[src/rtl/ysyx_24070017_idu_stage.sv]
// RISC-V base-integer decode stage: one registered slot between IFU and EXU.
// Splits the instruction into fields, selects the format immediate and flags rd writes / illegal encodings.
module ysyx_24070017_idu_stage #(
   parameter int XLEN     = 32,
   parameter bit RV64_OPS = (XLEN == 64)
) (
   input  logic            clk,
   input  logic            rst,
   input  logic            in_valid,
   output logic            in_ready,
   input  logic [31:0]     in_inst,
   input  logic [XLEN-1:0] in_pc,
   input  logic            flush,
   output logic            out_valid,
   input  logic            out_ready,
   output logic [XLEN-1:0] out_pc,
   output logic [6:0]      out_opcode,
   output logic [4:0]      out_rd,
   output logic [4:0]      out_rs1,
   output logic [4:0]      out_rs2,
   output logic [2:0]      out_funct3,
   output logic [6:0]      out_funct7,
   output logic [XLEN-1:0] out_imm,
   output logic [2:0]      out_imm_type,
   output logic            out_rd_wen,
   output logic            out_illegal
);

   localparam logic [6:0] OPC_LUI      = 7'b0110111;
   localparam logic [6:0] OPC_AUIPC    = 7'b0010111;
   localparam logic [6:0] OPC_JAL      = 7'b1101111;
   localparam logic [6:0] OPC_JALR     = 7'b1100111;
   localparam logic [6:0] OPC_BRANCH   = 7'b1100011;
   localparam logic [6:0] OPC_LOAD     = 7'b0000011;
   localparam logic [6:0] OPC_STORE    = 7'b0100011;
   localparam logic [6:0] OPC_OP_IMM   = 7'b0010011;
   localparam logic [6:0] OPC_OP       = 7'b0110011;
   localparam logic [6:0] OPC_MISC_MEM = 7'b0001111;
   localparam logic [6:0] OPC_SYSTEM   = 7'b1110011;
   localparam logic [6:0] OPC_OP_IMM32 = 7'b0011011;
   localparam logic [6:0] OPC_OP32     = 7'b0111011;

   localparam logic [2:0] FMT_R = 3'd0;
   localparam logic [2:0] FMT_I = 3'd1;
   localparam logic [2:0] FMT_S = 3'd2;
   localparam logic [2:0] FMT_B = 3'd3;
   localparam logic [2:0] FMT_U = 3'd4;
   localparam logic [2:0] FMT_J = 3'd5;

   logic [6:0]      opc;
   logic [31:0]     imm32;
   logic [XLEN-1:0] dec_imm;
   logic [2:0]      dec_type;
   logic            dec_writes;
   logic            dec_wen;
   logic            dec_illegal;
   logic            accept;

   assign opc = in_inst[6:0];

   always_comb begin
      imm32       = '0;
      dec_type    = FMT_R;
      dec_writes  = 1'b0;
      dec_illegal = 1'b0;
      case (opc)
         OPC_LUI, OPC_AUIPC: begin
            dec_type   = FMT_U;
            imm32      = {in_inst[31:12], 12'b0};
            dec_writes = 1'b1;
         end
         OPC_JAL: begin
            dec_type   = FMT_J;
            imm32      = {{11{in_inst[31]}}, in_inst[31], in_inst[19:12], in_inst[20], in_inst[30:21], 1'b0};
            dec_writes = 1'b1;
         end
         OPC_JALR, OPC_LOAD, OPC_OP_IMM: begin
            dec_type   = FMT_I;
            imm32      = {{20{in_inst[31]}}, in_inst[31:20]};
            dec_writes = 1'b1;
         end
         // FENCE and ECALL/EBREAK share funct3=000 and never write rd
         OPC_SYSTEM, OPC_MISC_MEM: begin
            dec_type   = FMT_I;
            imm32      = {{20{in_inst[31]}}, in_inst[31:20]};
            dec_writes = (in_inst[14:12] != 3'b000);
         end
         OPC_OP_IMM32: begin
            if (RV64_OPS) begin
               dec_type   = FMT_I;
               imm32      = {{20{in_inst[31]}}, in_inst[31:20]};
               dec_writes = 1'b1;
            end else begin
               dec_illegal = 1'b1;
            end
         end
         OPC_STORE: begin
            dec_type = FMT_S;
            imm32    = {{20{in_inst[31]}}, in_inst[31:25], in_inst[11:7]};
         end
         OPC_BRANCH: begin
            dec_type = FMT_B;
            imm32    = {{19{in_inst[31]}}, in_inst[31], in_inst[7], in_inst[30:25], in_inst[11:8], 1'b0};
         end
         OPC_OP: begin
            dec_writes = 1'b1;
         end
         OPC_OP32: begin
            if (RV64_OPS) dec_writes = 1'b1;
            else          dec_illegal = 1'b1;
         end
         default: begin
            dec_illegal = 1'b1;
         end
      endcase
   end

   assign dec_imm  = XLEN'($signed(imm32));
   assign dec_wen  = dec_writes & (in_inst[11:7] != 5'd0);
   assign in_ready = ~out_valid | out_ready;
   assign accept   = in_valid & in_ready & ~flush;

   always_ff @(posedge clk or posedge rst) begin
      if (rst) begin
         out_valid    <= 1'b0;
         out_pc       <= '0;
         out_opcode   <= '0;
         out_rd       <= '0;
         out_rs1      <= '0;
         out_rs2      <= '0;
         out_funct3   <= '0;
         out_funct7   <= '0;
         out_imm      <= '0;
         out_imm_type <= '0;
         out_rd_wen   <= 1'b0;
         out_illegal  <= 1'b0;
      end else if (flush) begin
         out_valid <= 1'b0;
      end else if (accept) begin
         out_valid    <= 1'b1;
         out_pc       <= in_pc;
         out_opcode   <= opc;
         out_rd       <= in_inst[11:7];
         out_rs1      <= in_inst[19:15];
         out_rs2      <= in_inst[24:20];
         out_funct3   <= in_inst[14:12];
         out_funct7   <= in_inst[31:25];
         out_imm      <= dec_imm;
         out_imm_type <= dec_type;
         out_rd_wen   <= dec_wen;
         out_illegal  <= dec_illegal;
      end else if (out_valid & out_ready) begin
         out_valid <= 1'b0;
      end
   end

endmodule

[config.mk]
export PLATFORM = sky130hd
export DESIGN_NAME = ysyx_24070017_idu_stage
export DESIGN_NICKNAME = d
export VERILOG_FILES = /design/src/rtl/ysyx_24070017_idu_stage.sv
export SDC_FILE = /design/constraint.sdc
export NUM_CORES = 1
export LEC_CHECK = 0
export CORE_MARGIN = 10
export CORE_UTILIZATION = 25
export DETAILED_ROUTE_END_ITERATION = 8
export DONT_BUFFER_PORTS = 1
export HOLD_SLACK_MARGIN = 0.08
export MAX_ROUTING_LAYER = met4
export PLACE_DENSITY = 0.44
export SYNTH_ARGS = -nofsm -noshare
export SYNTH_HDL_FRONTEND = slang
export SYNTH_SLANG_ARGS = --single-unit
[constraint.sdc]
create_clock -name clk -period 3.1 [get_ports clk]
set_clock_uncertainty 0.2 [all_clocks]
set_input_delay 0.31 -clock clk [delete_from_list [all_inputs] [get_ports clk]]
set_output_delay 0.31 -clock clk [all_outputs]
set_load 0.1 [all_outputs]
==> key figures <==
Synth
  • Syn avg cell area: 9.50 sq um
  • FF+latch count, synth: 102
  • Syn. warnings: 0
  • Synth cell types: 44
  • Register area share after synthesis: 0.581
  • EDFF count, synth: 0
  • Dominant cell type by area after synthesis: dfrtp_1
  • Largest cells by area after synthesis: dfrtp_1, nand2_1, a22o_1
  • Post-Syn Instances: roughly 460
  • Post-synth ARST share: 1.00
  • Post-synthesis xor/xnor area fraction: 0
  • Post-synthesis simple-gate area fraction: 0.232
  • Top-area cell type share of the netlist area: 0.581
  • Mux share of post-synthesis cell area: 0.00228
  • Largest family of logic cells by synthesized area: simple AND/OR/NAND/NOR gates
  • Synth Flop Type: dfrtp_1
  • Post-synthesis compound-gate area fraction: 0.145
  • Post-Synth Adder-Cell Area: 0
  • Syn_nets: 532
  • Post-Synthesis Cell Area: around 4400 sq um

Hold path
  • Hold Startpoint: in_inst[11]
  • Hold Path Depth: 4
  • Hold Path Sink: out_rd_wen
  • Min-Delay Path Class: primary input to flip-flop

Critical path
  • CP required: 3.18 ns
  • Reg-to-Reg End: out_imm[7]
  • Delay of the slowest critical-path stage: 0.60 ns
  • R2R Setup Slk: 0.82 ns
  • Worst Path Arrival: 2.36 ns
  • Cells along the critical path: nor2b_1 -> inv_1 -> nand3b_1 -> buf_4 -> a21oi_1 -> a22o_1
  • Kind of critical path: flip-flop to flip-flop
  • Reg2Reg Depth: 6
  • CP max-delay cell: a21oi_1
  • Worst setup EP type: flip-flop
  • CP Launch Type: flip-flop
  • R2R Path Start: out_valid
  • CP Max Fanout: 36

Timing
  • Hold_ws: 0.0917 ns
  • Max-slew violation count: 0
  • Slew margin rel.: 0.344
  • Setup Total Neg Slack: 0 ns
  • Fin crit period: 2.28 ns
  • Final setup fails: 0
  • Worst Tran Pin Value: 0.983 ns
  • Fmax: roughly 0.44 GHz
  • Unrepaired setup endpoints after global routing: false
  • Hold Fails Final Rpt: 0
  • Final period util: 0.734

Final layout
  • # fillers: 1752
  • Commonest cells after routing, fill and taps aside: nand2_1, dfrtp_1, dlygate4sd3_1
  • Ant diodes: 0
  • Area grow syn2layout: 27.5%
  • Area of the multi-input gates: 1680 sq um
  • Layout cells sized above 1: 0.0699
  • Commonest non-fill, non-tap cell in the layout: nand2_1
  • Register area: 2550 sq um
  • Finished Layout Cells: 754
  • Final net count: slightly below 600

Power and ir drop
  • Peak supply drop: 318 uV
  • Pwr Density: ~730 nW/um^2
  • Seq pwr share: 0.629
  • Net switching power: 1860 uW
  • Gate power share: 0.087
  • Net Sw Frac: 0.453
  • Internal power: 2240 uW
  • Clock power frac: 0.285
  • Tot Pwr: 4100 uW
  • Leakage power: 0.00287 uW

Global routing
  • GRT Util Overall: 0.133
  • Largest net degree at the start of global routing: 39
  • Vias in the first global route: 3808
  • First-pass GRT wire length: 23.8 mm
  • Initial antenna violation count: 0
  • Grt total ovfl: 0

Placed design
  • I/O Buffers: 0
  • Hpwl dp: roughly 11 mm
  • Placer congestion estimate: 0.761
  • Cell total after placement: 671

Route
  • Post-DRT Antenna Nets: 0
  • Starting DRT DRC Count: 235
  • DRC: 0
  • Routed vias/inst: 4.77
  • Drt total wl: between 15 and 20 mm
  • First-pass detailed-route iteration total: 5
  • Wirelength per Cell: 20.5 um
  • Vias: 3597

Clocking
  • Clock sinks: 102
  • Cts bufs inserted: 9
  • Cts repair resizes: 0
  • Bufs on Longest Clock Path: 2
  • CTS H-Tree Depth: 3
  • CTS Root Cell: clkbuf_16
  • CTS tree: yes
  • Clock Latency Late Sink: 0.34 ns
  • Reg clk slew, reported paths: 0.07 ns

Floorplan
  • I/O Pins: 172
  • Chip height: 153 um
  • Placeable Area: 17300 sq um
  • Initial Util: 0.254
  • Die width: around 150 um
  • Die area: 23300 sq um
  • Row count: 48

Status
  • Outcome: complete, no violations

Flow run
  • Max cap viols: 0
==> cells in the mapped netlist (3+ instances only) <==
library cell  count
o21ai_0           9
nor2_1           10
a21o_1           11
dfrtp_1         102
a21oi_1          13
a211o_1           9
and3_1           11
clkbuf_1          9
inv_1             4
a22o_1           27
nand2_1         202
buf_6             3
buf_2            14
==> sequential cells by signal (all words and copies together), names as in the netlist <==
name,cells
out_funct7,7
out_valid,1
out_rd,5
out_pc,32
out_funct3,3
out_rs1,5
out_opcode,7
out_rs2,5
out_imm_type,3
out_illegal,1
out_imm,32
out_rd_wen,1
==> power groups by stage <==
stage	combinational (uW)	sequential, uW	clock [uW]
after global routing	403	2600	1280
after floorplan	218	2560	0
after global placement	262	2610	0
after CTS	358	2580	1220
final	355	2580	1170
after detailed placement	274	2610	0
==> worst max path at each step <==
stage / startpoint / endpoint / slack [ns] / cells after the start
after floorplan: out_valid / out_imm[20] / 0.21 / 7
after global placement: out_valid / out_imm[6] / 0.85 / 6
after detailed placement: out_valid / out_imm[7] / 0.79 / 6
after CTS: out_valid / out_imm[7] / 0.76 / 6
after global routing: out_valid / out_imm[7] / 0.70 / 6
final: out_valid / out_imm[7] / 0.82 / 6
==> per-stage QoR <==
step	utilization	worst slack (ns)	area (sq um)
after global routing	0.324	0.697	5600
after detailed placement	0.268	0.794	4630
after global placement	0.268	0.851	4630
after floorplan	-	0.214	4400
final	0.324	0.823	5600
after CTS	0.324	0.756	5600
==> cell families (layout without fill, tap and decap cells) <==
logic type	Yosys count	in the layout
buffers and inverters	33	99
muxes	1	1
AOI/OAI and AO/OA	83	83
DFF	102	102
and+or+nand+nor	244	244
==> layout make-up <==
class,count,share of cell area
Sequential cell,102,0.455
Multi-Input combinational cell,328,0.299
Timing Repair Buffer,79,0.138
Tap cell,225,0.0502
Clock buffer,11,0.0433
Clock inverter,5,0.0105
Inverter,4,0.00335
==> critical path: cells and delay by family, from the launching register on <==
family                 cells  cell delay (ns)
buffers and inverters      2             0.41
and+or+nand+nor            2             0.38
AOI/OAI and AO/OA          2             0.84
DFF                        1             0.37
==> metal layers <==
layer | track usage | vias to the layer above | share of wire
met5 | - | - | 0
met4 | 0.0372 | 0 | 0.013
met3 | 0.0604 | 18 | 0.11
met2 | 0.193 | 176 | 0.44
met1 | 0.162 | 1743 | 0.44
li1 | - | 1660 | -
==> timing repair <==
item / 4_1_cts / 5_1_grt
hold buffers: 67 / 0
hold endpoints to repair: 134 / 0
setup buffers: 0 / 0
No activity file was read; power rests on OpenSTA's default activity.
